## config.mk

```make
export PLATFORM = sky130hd
export DESIGN_NAME = seq_gen_flat
export DESIGN_NICKNAME = d
export VERILOG_FILES = /design/src/rtl/seq_gen_pkg.sv /design/src/rtl/seq_gen_if.sv /design/src/rtl/seq_gen_len_cnt.sv /design/src/rtl/seq_gen.sv /design/src/flat_wrapper.sv
export SDC_FILE = /design/constraint.sdc
export NUM_CORES = 1
export LEC_CHECK = 0
export BUFFER_PORTS_ARGS = -buffer_cell sky130_fd_sc_hd__buf_2
export CELL_PAD_IN_SITES_DETAIL_PLACEMENT = 0
export CELL_PAD_IN_SITES_GLOBAL_PLACEMENT = 1
export CORE_MARGIN = 1.5
export CORE_UTILIZATION = 43
export CTS_CLUSTER_SIZE = 24
export DETAILED_ROUTE_END_ITERATION = 7
export PLACE_DENSITY = 0.93
export SYNTH_ARGS = -nofsm -noshare
export SYNTH_HDL_FRONTEND = slang
export SYNTH_HIERARCHICAL = 1
export SYNTH_SLANG_ARGS = --single-unit
export TNS_END_PERCENT = 50
```

## constraint.sdc

```tcl
create_clock -name clk -period 6.6 [get_ports clk]
set_clock_uncertainty 0.15 [all_clocks]
set_input_delay 0.99 -clock clk [delete_from_list [all_inputs] [get_ports clk]]
set_output_delay 0.99 -clock clk [all_outputs]
set_load 0.01 [all_outputs]
```

## src/rtl/seq_gen_pkg.sv

```systemverilog
// Shared types and default widths for the seq_gen run/gap pattern generator.
package seq_gen_pkg;

    localparam int LEN_W_DEF = 4;
    localparam int CNT_W_DEF = 8;

    typedef enum logic [1:0] {
        IDLE = 2'd0,
        RUN  = 2'd1,
        GAP  = 2'd2
    } state_t;

endpackage

```

## src/rtl/seq_gen_if.sv

```systemverilog
// Request/stream bundle between a controller (master) and seq_gen (slave).
interface seq_gen_if import seq_gen_pkg::*; #(
    parameter int LEN_W = LEN_W_DEF,
    parameter int CNT_W = CNT_W_DEF
) ();

    logic             req_valid;
    logic             req_ready;
    logic [LEN_W-1:0] run_len;
    logic [LEN_W-1:0] gap_len;
    logic             x;
    logic             busy;
    logic             done;
    logic [CNT_W-1:0] run_cnt;

    modport master (
        output req_valid, run_len, gap_len,
        input  req_ready, x, busy, done, run_cnt
    );

    modport slave (
        input  req_valid, run_len, gap_len,
        output req_ready, x, busy, done, run_cnt
    );

endinterface

```

## src/rtl/seq_gen_len_cnt.sv

```systemverilog
// Loadable down-counter shared by the RUN and GAP phases; holds at zero.
module len_cnt import seq_gen_pkg::*; #(
    parameter int LEN_W = LEN_W_DEF
) (
    input  logic             clk,
    input  logic             reset,
    input  logic             load,
    input  logic [LEN_W-1:0] load_val,
    input  logic             dec,
    output logic             zero
);

    logic [LEN_W-1:0] count_reg;

    always_ff @(posedge clk) begin
        if (reset) begin
            count_reg <= '0;
        end else if (load) begin
            count_reg <= load_val;
        end else if (dec && (count_reg != '0)) begin
            count_reg <= count_reg - LEN_W'(1);
        end
    end

    assign zero = (count_reg == '0);

endmodule

```

## src/rtl/seq_gen.sv

```systemverilog
// Run/gap serial pattern generator: run_len ones then max(gap_len,1) zeros per request.
// Optional macro SEQ_GEN_REPEAT_EN adds rep_en to loop on the latched lengths.
module seq_gen import seq_gen_pkg::*; #(
    parameter int LEN_W = LEN_W_DEF,
    parameter int CNT_W = CNT_W_DEF
) (
    input  logic      clk,
    input  logic      reset,
`ifdef SEQ_GEN_REPEAT_EN
    input  logic      rep_en,
`endif
    seq_gen_if.slave  bus
);

    localparam logic [1:0] S_IDLE = IDLE;
    localparam logic [1:0] S_RUN  = RUN;
    localparam logic [1:0] S_GAP  = GAP;

    logic [1:0]       state_reg;
    logic [1:0]       state_next;
    logic [LEN_W-1:0] run_len_reg;
    logic [LEN_W-1:0] gap_len_reg;
    logic [CNT_W-1:0] run_cnt_reg;
    logic             handshake;
    logic             repeat_go;
    logic             cnt_load;
    logic [LEN_W-1:0] cnt_val;
    logic             cnt_dec;
    logic             cnt_zero;

    // The counter holds "cycles remaining after this one", so zero marks the last cycle
    // of a phase; a zero gap still yields one GAP cycle.
    function automatic logic [LEN_W-1:0] gap_load(input logic [LEN_W-1:0] g);
        return (g == '0) ? '0 : g - LEN_W'(1);
    endfunction

`ifdef SEQ_GEN_REPEAT_EN
    assign repeat_go = rep_en;
`else
    assign repeat_go = 1'b0;
`endif

    assign handshake = bus.req_valid && (state_reg == S_IDLE);

    always_comb begin
        state_next = state_reg;
        cnt_load   = 1'b0;
        cnt_val    = '0;
        case (state_reg)
            S_IDLE: begin
                if (handshake) begin
                    cnt_load = 1'b1;
                    if (bus.run_len != '0) begin
                        state_next = S_RUN;
                        cnt_val    = bus.run_len - LEN_W'(1);
                    end else begin
                        state_next = S_GAP;
                        cnt_val    = gap_load(bus.gap_len);
                    end
                end
            end
            S_RUN: begin
                if (cnt_zero) begin
                    state_next = S_GAP;
                    cnt_load   = 1'b1;
                    cnt_val    = gap_load(gap_len_reg);
                end
            end
            S_GAP: begin
                if (cnt_zero) begin
                    if (repeat_go) begin
                        cnt_load = 1'b1;
                        if (run_len_reg != '0) begin
                            state_next = S_RUN;
                            cnt_val    = run_len_reg - LEN_W'(1);
                        end else begin
                            state_next = S_GAP;
                            cnt_val    = gap_load(gap_len_reg);
                        end
                    end else begin
                        state_next = S_IDLE;
                    end
                end
            end
            default: state_next = S_IDLE;
        endcase
    end

    assign cnt_dec = (state_reg != S_IDLE) && !cnt_zero;

    len_cnt #(.LEN_W(LEN_W)) u_len_cnt (
        .clk      (clk),
        .reset    (reset),
        .load     (cnt_load),
        .load_val (cnt_val),
        .dec      (cnt_dec),
        .zero     (cnt_zero)
    );

    always_ff @(posedge clk) begin
        if (reset) begin
            state_reg   <= S_IDLE;
            run_len_reg <= '0;
            gap_len_reg <= '0;
            run_cnt_reg <= '0;
        end else begin
            state_reg <= state_next;
            if (handshake) begin
                run_len_reg <= bus.run_len;
                gap_len_reg <= bus.gap_len;
            end
            if ((state_reg == S_RUN) && cnt_zero) begin
                run_cnt_reg <= run_cnt_reg + CNT_W'(1);
            end
        end
    end

    // Every output decodes registered state only.
    assign bus.req_ready = (state_reg == S_IDLE);
    assign bus.busy      = (state_reg != S_IDLE);
    assign bus.x         = (state_reg == S_RUN);
    assign bus.done      = (state_reg == S_GAP) && cnt_zero;
    assign bus.run_cnt   = run_cnt_reg;

endmodule

```

## src/flat_wrapper.sv

```systemverilog
// flat-port wrapper written by rule: the top's interface ports become plain ports
module seq_gen_flat import seq_gen_pkg::*;
#(
    parameter int LEN_W = LEN_W_DEF,
    parameter int CNT_W = CNT_W_DEF
)
  (clk, reset, bus_req_valid, bus_run_len, bus_gap_len, bus_req_ready, bus_x, bus_busy, bus_done, bus_run_cnt);
  seq_gen_if #(.LEN_W(LEN_W), .CNT_W(CNT_W)) bus_i ();
  input  logic clk;
  input  logic reset;
  input wire logic [$bits(bus_i.req_valid)-1:0] bus_req_valid;
  input wire logic [$bits(bus_i.run_len)-1:0] bus_run_len;
  input wire logic [$bits(bus_i.gap_len)-1:0] bus_gap_len;
  output wire logic [$bits(bus_i.req_ready)-1:0] bus_req_ready;
  output wire logic [$bits(bus_i.x)-1:0] bus_x;
  output wire logic [$bits(bus_i.busy)-1:0] bus_busy;
  output wire logic [$bits(bus_i.done)-1:0] bus_done;
  output wire logic [$bits(bus_i.run_cnt)-1:0] bus_run_cnt;
  assign bus_i.req_valid = bus_req_valid;
  assign bus_i.run_len = bus_run_len;
  assign bus_i.gap_len = bus_gap_len;
  assign bus_req_ready = bus_i.req_ready;
  assign bus_x = bus_i.x;
  assign bus_busy = bus_i.busy;
  assign bus_done = bus_i.done;
  assign bus_run_cnt = bus_i.run_cnt;
  seq_gen #(.LEN_W(LEN_W), .CNT_W(CNT_W)) u_core (.clk(clk), .reset(reset), .bus(bus_i));
endmodule
```

After elaboration in Yosys (flattened, before gate mapping)

Index checks and enable logic that the tools add are counted.

Latch bits: 0
Memories kept: 0
Register bits: 18
Output and inout bits: 12
Memory bits (writable): 0
Word-level logic and storage cells: 45
ROM bits: 0
Input bits: 11

Divide/modulo/power cells: 0
Add/sub/neg operators: 5
Multiplexer cells: 16
Equal/unequal tests: 5
Bitwise operators: 0
$mul: 0
$lt $le $gt $ge: 0
Reduce and logical (&&, ||, !) cells: 15
Shift operators: 0

Operator list:

| cell                                              | count |
|---|---|
| two-way mux 4 bit                                 | 7 |
| subtractor 4 x 1 -> 4 bit (second input constant) | 4 |
| zero test 4 bit                                   | 3 |
| adder 8 x 1 -> 8 bit (second input constant)      | 1 |
| two-way mux 2 bit                                 | 4 |
| case mux 4 bit (2 select lines)                   | 1 |
| nonzero test 4 bit                                | 2 |
| != test 2 x 1 -> 1 bit (second input constant)    | 3 |
| case mux 2 bit (3 select lines)                   | 1 |
| logical AND 1 bit                                 | 5 |
| nonzero test 2 bit                                | 2 |
| AND reduction 3 bit                               | 1 |
| == test 2 x 1 -> 1 bit (second input constant)    | 1 |
| == test 2 bit (second input constant)             | 1 |
| zero test 2 bit                                   | 1 |
| two-way mux 1 bit                                 | 2 |
| case mux 1 bit (2 select lines)                   | 1 |
| zero test 1 bit                                   | 1 |

Longest topological paths before layout

Gate-level depths: netlist (run 1).

Word-level depth: 6
Gate-level depth with buffers: 10
Gate-level depth less buffers: 10

Cells and area by module

The synthesis (run 1) kept the hierarchy.

By module, submodules not included:

| module  | cells an instance | area an instance (µm²) | sequential area each (µm²) | instances |
|---|---|---|---|---|
| seq_gen | 119               | 967.2                  | 280.3                      | 1 |
| len_cnt | 29                | 262.8                  | 80.1                       | 1 |

Least setup slack after synthesis (run 1)

No wires, ideal clock.

Path kind: register to output
Start: reg u_core.u_len_cnt.count_reg[1]
End: out bus_done
Stages on the path, launching flop included: 7
Slack: 3.876 ns
Required time: 5.460 ns
Buffers on the path: 0
Arrival time: 1.584 ns
Cell sequence: dfxtp_1 > inv_1 > ha_1 > or3b_4 > inv_1 > inv_1 > nor3b_1

Cells in the longest elaborated chain, start to end: 2

RTL lines:

| item                   | line                  | text |
|---|---|---|
| from (decl)            | seq_gen_len_cnt.sv:13 | `logic [LEN_W-1:0] count_reg;` |
| from (signal assigned) | seq_gen_len_cnt.sv:19 | `count_reg <= load_val;` |
| from (signal assigned) | seq_gen_len_cnt.sv:21 | `count_reg <= count_reg - LEN_W'(1);` |
| zero test 4 bit        | seq_gen_len_cnt.sv:25 | `assign zero = (count_reg == '0);` |
| net u_core.cnt_zero    | seq_gen.sv:29         | `logic cnt_zero;` |
| logical AND 1 bit      | seq_gen.sv:122        | `assign bus.done = (state_reg == S_GAP) && cnt_zero;` |
| to (decl)              | flat_wrapper.sv:17    | `output wire logic [$bits(bus_i.done)-1:0] bus_done;` |

The timed path passes the listed nets, and every way through them passes these cells.

Worst setup path after layout (run 1)

Ends and elaborated chain as after synthesis.

==> results of run 1 <==
## worst paths after layout
path                                                              endpoint  slack (ns)                                       start  cells past startpoint
worst min register to register          u_core/gap_len_reg[1]$_SDFFE_PP0N_        0.34          u_core/gap_len_reg[1]$_SDFFE_PP0N_                      2
worst max register to register  u_core/u_len_cnt/count_reg[0]$_SDFFE_PP0P_        4.11  u_core/u_len_cnt/count_reg[1]$_SDFFE_PP0P_                      9
worst max-delay path                                              bus_done        3.40  u_core/u_len_cnt/count_reg[1]$_SDFFE_PP0P_                      7
worst min-delay path                    u_core/gap_len_reg[1]$_SDFFE_PP0N_        0.34          u_core/gap_len_reg[1]$_SDFFE_PP0N_                      2
## power by group through the flow
stage          Combinational (mW)  Clock, mW  Sequential (mW)
2_1_floorplan               0.101          0            0.131
3_3_place_gp                0.118          0            0.136
3_5_place_dp                0.122          0            0.137
4_1_cts                     0.123     0.0724            0.135
5_1_grt                     0.136     0.0787            0.137
6_report                    0.123     0.0697            0.135
## kinds of logic (layout without fill, tap and decap cells)
kind of cell | count (synthesis) | count (layout) | share of synthesized area, %
flops | 18 | 18 | 29.30
compound gates | 32 | 32 | 19.84
buf+inv | 18 | 40 | 7.324
mux | 4 | 4 | 3.357
fa+ha+maj | 8 | 8 | 8.139
simple gates | 64 | 64 | 29.20
xor+xnor | 4 | 4 | 2.849
## cell usage after synthesis, drive strengths merged, types with 4 or more instances
cell   number  area [um^2]
nor3        4        20.02
a21oi       9        45.04
nor2       17        63.81
inv        14        52.55
ha          8        100.1
dfxtp      18        360.4
or3         4        25.02
nand2      18        67.56
## final cells by class
type	count	share of cell area, %
tap	31	2.816
sequential	18	26.16
timing repair buffer	22	7.993
clock buffer	4	2.634
multi-input combinational	112	56.59
inverter	14	3.815
## layer usage
metal  up-vias  part of all wire (%)
li1        573                     -
met1       527                    48
met2        13                    49
met3         2                   2.4
met4         0                  0.64
met5         -                     0
## cell usage in the layout, fill, tap and decap left out, types with 2 or more instances in the layout
cell	synthesis	final
nor2_1	17	17
clkbuf_4	0	3
nor2b_1	3	3
nor3_1	4	4
nand2_1	18	18
nand4b_1	3	3
dfxtp_1	18	18
ha_1	8	8
mux2i_1	3	3
o21ai_0	3	3
o32ai_1	2	2
xor2_1	3	3
or3b_4	2	2
a311oi_1	2	2
inv_1	14	14
buf_2	0	22
a211oi_1	2	2
nand3_1	3	3
o221ai_1	2	2
a21o_1	2	2
or3_1	4	4
a21oi_1	9	9
nor3b_1	2	2
## worst max-delay path, cell delays in order, from the launching register on
cell and delay [ns]:
dfxtp_1 0.34, inv_1 0.11, ha_1 0.22, or3b_4 0.44, inv_1 0.21, inv_1 0.08, nor3b_1 0.19, buf_2 0.16
==> summary.md, run 1 <==
| Metric | Value |
|---|---|
| Post-DP HPWL | `2046 um` |
| Largest register FFs | `8` |
| Boundary Pins | `23` |
| Hold WC Path Type | `reg2reg` |
| Setup Total Neg Slack | `0 ns` |
| P_int | `0.2038 mW` |
| Final Instance Area | `1378 um^2` |
| Post-route setup slack | `3.402 ns` |
| Met2 Usage GRT | `28.24%` |
| Starting Density | `44.99%` |
| Post-synth cell types | `43` |
| Congestion Overflow GR | `0` |
| Worst EP arrival | `2.06 ns` |
| Storage element area | `360.3 um^2` |
| Sequential fraction of the synthesis area | `29.30%` |
| Leak | `0.5986 nW` |
| Non-Filler Instances | `201` |
| RSZ-0062 raised after global routing | `no` |
| Clock Sinks | `18` |
| Max Slew Vio Count | `0` |
| DP Worst Slack | `3.736 ns` |
| Element type at the critical path start | `flop` |
| Final setup fails | `0` |
| First-pass GRT wire length | `4636 um` |
| Total CTS buffers | `3` |
| Final min period | `3.198 ns` |
| Worst ir drop on vdd | `0.0001416 V` |
| Net Sw Power | `0.1232 mW` |
| Fmax | `312.7 MHz` |
| Row count | `19` |
| Global routing's busiest layer | `met2` |
| Post-synthesis net count | `167` |
| Ys flop type | `dfxtp_1` |
| Setup crit end kind | `primary output` |
| Asr flop ratio synth | `0%` |
| Final-layout fill cell count | `281` |
| Status | `finished clean` |
| Initial antenna violation count | `0` |
| Routed WL | `2673 um` |
| Final core area utilization | `50.39%` |
| Average vias per placed instance | `5.547` |
| Req. time, crit path | `5.46 ns` |
| Area Growth Syn to Fin | `12.00%` |
| Period utilisation layout | `48.45%` |
| IO buf count | `22` |
| Die area | `3190 um^2` |
| Nets | `190` |
| Mean Syn Cell Area | `8.310 um^2` |
| Post_cts resized | `0` |
| Fraction of layout cells with a size suffix above 1 | `20.59%` |
| Met1 usage | `24.93%` |
| Initial DRC Count | `49` |
| Worst Tran Pin Value | `0.5038 ns` |
| GPL Wtd Cong | `0.7932` |
| CORE AREA | `2734 um^2` |
| Max-Cap Viols | `0` |
| Fin Hold WS | `0.3378 ns` |
| Clk_lat worst skew | `0.30 ns` |
| #FFs+latches synth | `18` |
| EDFF count, synth | `0` |
| Power per cell area | `237.3 nW/um^2` |
| Worst-path clk slew | `0.11 ns` |
| # hold bufs at CTS | `0` |
| Remaining antenna violation count after routing | `0` |
| Final-report hold violation count | `0` |
| Max-slew headroom | `66.29%` |
| Number of antenna diodes | `0` |
| Placement Cell Area | `1341 um^2` |
| Sw frac | `37.68%` |
| Post-placement cell count | `197` |
| Postcts setup bufs | `0` |
| Largest net degree at the start of global routing | `22` |
| Die width | `56.48 um` |
| Post-DR wirelength/cell | `13.30 um` |
| Setup CP Type | `reg2out` |
| Total power | `0.3269 mW` |
| Met3 Usage GRT | `3.687%` |
| Synth Instances | `148` |
| DRC Markers | `0` |
| Root buffer cell | `clkbuf_4` |
| Gate power share | `37.5%` |
| Via Count | `1115` |
| Clock Power Share | `21.3%` |
| GRT Overall Usage | `18.10%` |
| Area of the multi-input gates | `779.5 um^2` |
| First drt pass iteration count | `4` |
| Max Root-Sink Buffers | `2` |
| Die height | `56.48 um` |
| Critical Path Fanout Max | `6` |
| H-tree depth | `1` |
| Seq pwr share | `41.2%` |
| Ys Warns | `6` |
| CTS tree | `built` |
| Vias in the first global route | `1034` |
| Synth Cell Area | `1230 um^2` |
(Power assumes the default switching activity.)
==> inputs of run 2 (changes only) <==
--- a/config.mk
+++ b/config.mk
@@ -9,10 +9,10 @@
 export CELL_PAD_IN_SITES_DETAIL_PLACEMENT = 0
 export CELL_PAD_IN_SITES_GLOBAL_PLACEMENT = 1
 export CORE_MARGIN = 1.5
-export CORE_UTILIZATION = 43
+export CORE_UTILIZATION = 36
 export CTS_CLUSTER_SIZE = 24
 export DETAILED_ROUTE_END_ITERATION = 7
-export PLACE_DENSITY = 0.93
+export PLACE_DENSITY = 0.84
 export SYNTH_ARGS = -nofsm -noshare
 export SYNTH_HDL_FRONTEND = slang
 export SYNTH_HIERARCHICAL = 1
==> constraint.sdc (replaced) <==
create_clock -name clk -period 2.9 [get_ports clk]
set_clock_uncertainty 0.15 [all_clocks]
set_input_delay 0.435 -clock clk [delete_from_list [all_inputs] [get_ports clk]]
set_output_delay 0.435 -clock clk [all_outputs]
set_load 0.01 [all_outputs]
==> run 2 against run 1 <==
Net effect:
- global-route usage decreased by 2.9 points
- critical path type unchanged
- core utilization decreased by 8.2 points
- final cell count increased by 7.5%
- worst hold slack got worse by 0.077 ns
- clock power increased by 130%
- worst setup slack got worse by 3.1 ns
- total power increased by 130%
- non-clock buffer count unchanged
- flip-flop and latch count unchanged
- register-to-register slack got worse by 3.7 ns
- critical path depth unchanged
==> summary.md, run 2 (same netlist as run 1, synthesis figures left out) <==
| Metric | Value |
|---|---|
| Vias in the first global route | `1021` |
| CP peak stage delay | `0.44 ns` |
| Nets | `190` |
| Die area | `3776 um^2` |
| Setup CP Type | `reg2out` |
| Storage element area | `360.3 um^2` |
| Routed WL | `2659 um` |
| Area Growth Syn to Fin | `13.53%` |
| Final setup fails | `0` |
| Max Root-Sink Buffers | `2` |
| Final min period | `2.641 ns` |
| Setup crit end kind | `primary output` |
| Hold WC Path Type | `in2reg` |
| Max-Cap Viols | `0` |
| Leak | `0.5986 nW` |
| Largest register FFs | `8` |
| Highest-delay cell along the critical path | `or3b_4` |
| Die width | `61.45 um` |
| Worst Hold Depth | `3` |
| Via Count | `1136` |
| Status | `finished clean` |
| Max Slew Vio Count | `0` |
| Element type at the critical path start | `flop` |
| CTS tree | `built` |
| Number of antenna diodes | `0` |
| Row count | `21` |
| First-pass GRT wire length | `4347 um` |
| Req. time, crit path | `2.32 ns` |
| Fmax | `378.7 MHz` |
| Clk_lat worst skew | `0.30 ns` |
| CP dominant cell by count | `inv_1` |
| Fin Hold WS | `0.2608 ns` |
| Boundary Pins | `23` |
| H-tree depth | `1` |
| Max-slew headroom | `62.29%` |
| Post-route setup slack | `0.2592 ns` |
| Area of the multi-input gates | `779.5 um^2` |
| Most common library cell in the layout ignoring fill and taps | `buf_2` |
| Average vias per placed instance | `5.259` |
| Total CTS buffers | `3` |
| IO buf count | `22` |
| Largest net degree at the start of global routing | `22` |
| GRT Overall Usage | `15.23%` |
| Worst Hold Endpoint | `u_core/gap_len_reg[1]$_SDFFE_PP0N_` |
| Starting Density | `37.15%` |
| DRC Markers | `0` |
| Most frequent cells in the layout | `22 x buf_2, 18 x nand2_1, 18 x dfxtp_1` |
| DP Worst Slack | `0.4283 ns` |
| Worst EP arrival | `2.06 ns` |
| Clock Sinks | `18` |
| Postcts setup bufs | `0` |
| Post-DP HPWL | `2061 um` |
| Remaining antenna violation count after routing | `0` |
| Initial DRC Count | `64` |
| Worst-path clk slew | `0.11 ns` |
| RSZ-0062 raised after global routing | `no` |
| FF-to-FF path depth | `7` |
| HP Start | `bus_gap_len[1]` |
| Post-DR wirelength/cell | `12.31 um` |
| Final-layout fill cell count | `361` |
| RR Startpoint | `u_core/u_len_cnt/count_reg[1]$_SDFFE_PP0P_` |
| GPL Wtd Cong | `0.7715` |
| First drt pass iteration count | `4` |
| Congestion Overflow GR | `0` |
| Final-report hold violation count | `0` |
| Worst Tran Pin Value | `0.5514 ns` |
| Fraction of layout cells with a size suffix above 1 | `20.59%` |
| Setup Total Neg Slack | `0 ns` |
| Root buffer cell | `clkbuf_4` |
| Period utilisation layout | `91.06%` |
| Critical Path, Cell by Cell | `inv_1, ha_1, or3b_4, inv_1, inv_1, nor3b_1, buf_2` |
| Critical Path Fanout Max | `6` |
| Power per cell area | `530.5 nW/um^2` |
| Worst ir drop on vdd | `0.0003008 V` |
| R2R Setup Slk | `0.39 ns` |
| CORE AREA | `3311 um^2` |
| Reg-to-reg endpoint | `u_core/bus.run_cnt[7]$_SDFFE_PP0P_` |
| # hold bufs at CTS | `0` |
| Post_cts resized | `0` |
| Die height | `61.45 um` |
| Initial antenna violation count | `0` |
[run 2: worst max-delay path: cells and delay by family, from the launching register on]
family                     cells  cell delay (ns)
DFF                            1             0.33
buffers and inverters          4             0.59
adders and majority gates      1             0.22
and+or+nand+nor                2             0.61
[run 2: worst max path at each step]
stage | slack (ns) | depth (start not counted) | from | to
after detailed placement | 0.43 | 7 | u_core/u_len_cnt/count_reg[1]$_SDFFE_PP0P_ | u_core/bus.run_cnt[7]$_SDFFE_PP0P_
after CTS | 0.24 | 7 | u_core/u_len_cnt/count_reg[1]$_SDFFE_PP0P_ | bus_done
after floorplan | 0.67 | 7 | u_core/u_len_cnt/count_reg[1]$_SDFFE_PP0P_ | u_core/bus.run_cnt[7]$_SDFFE_PP0P_
after global placement | 0.52 | 7 | u_core/u_len_cnt/count_reg[1]$_SDFFE_PP0P_ | u_core/bus.run_cnt[7]$_SDFFE_PP0P_
after global routing | 0.13 | 7 | u_core/u_len_cnt/count_reg[1]$_SDFFE_PP0P_ | bus_done
final | 0.26 | 7 | u_core/u_len_cnt/count_reg[1]$_SDFFE_PP0P_ | bus_done
[run 2: area by class of cell]
type,instances,area share [%]
Clock buffer,4,2.599
Inverter,14,3.763
Multi-Input combinational cell,112,55.82
Sequential cell,18,25.81
Tap cell,46,4.122
Timing Repair Buffer,22,7.885
[run 2: per-layer routing]
| layer | track usage [%] | share of wire, % |
|---|---|---|
| met1 | 18.84 | 46 |
| met2 | 25.84 | 50 |
| met3 | 3.361 | 2.4 |
| met4 | 5.775 | 1.8 |
| met5 | 0 | 0 |
[run 2: metrics by stage]
step / power [mW] / utilization [%] / area, um^2 / instances
after floorplan: 0.5277 / - / 1230 / 148
after global placement: 0.5773 / 41.08 / 1360 / 212
after detailed placement: 0.5870 / 41.08 / 1360 / 212
after CTS: 0.7489 / 42.18 / 1396 / 216
after global routing: 0.7907 / 42.18 / 1396 / 216
final: 0.7408 / 42.18 / 1396 / 216
[run 2: report_power, final]
part           internal [mW]  switching (mW)
registers              0.273          0.0322
logic                  0.114           0.164
clock network         0.0766          0.0808
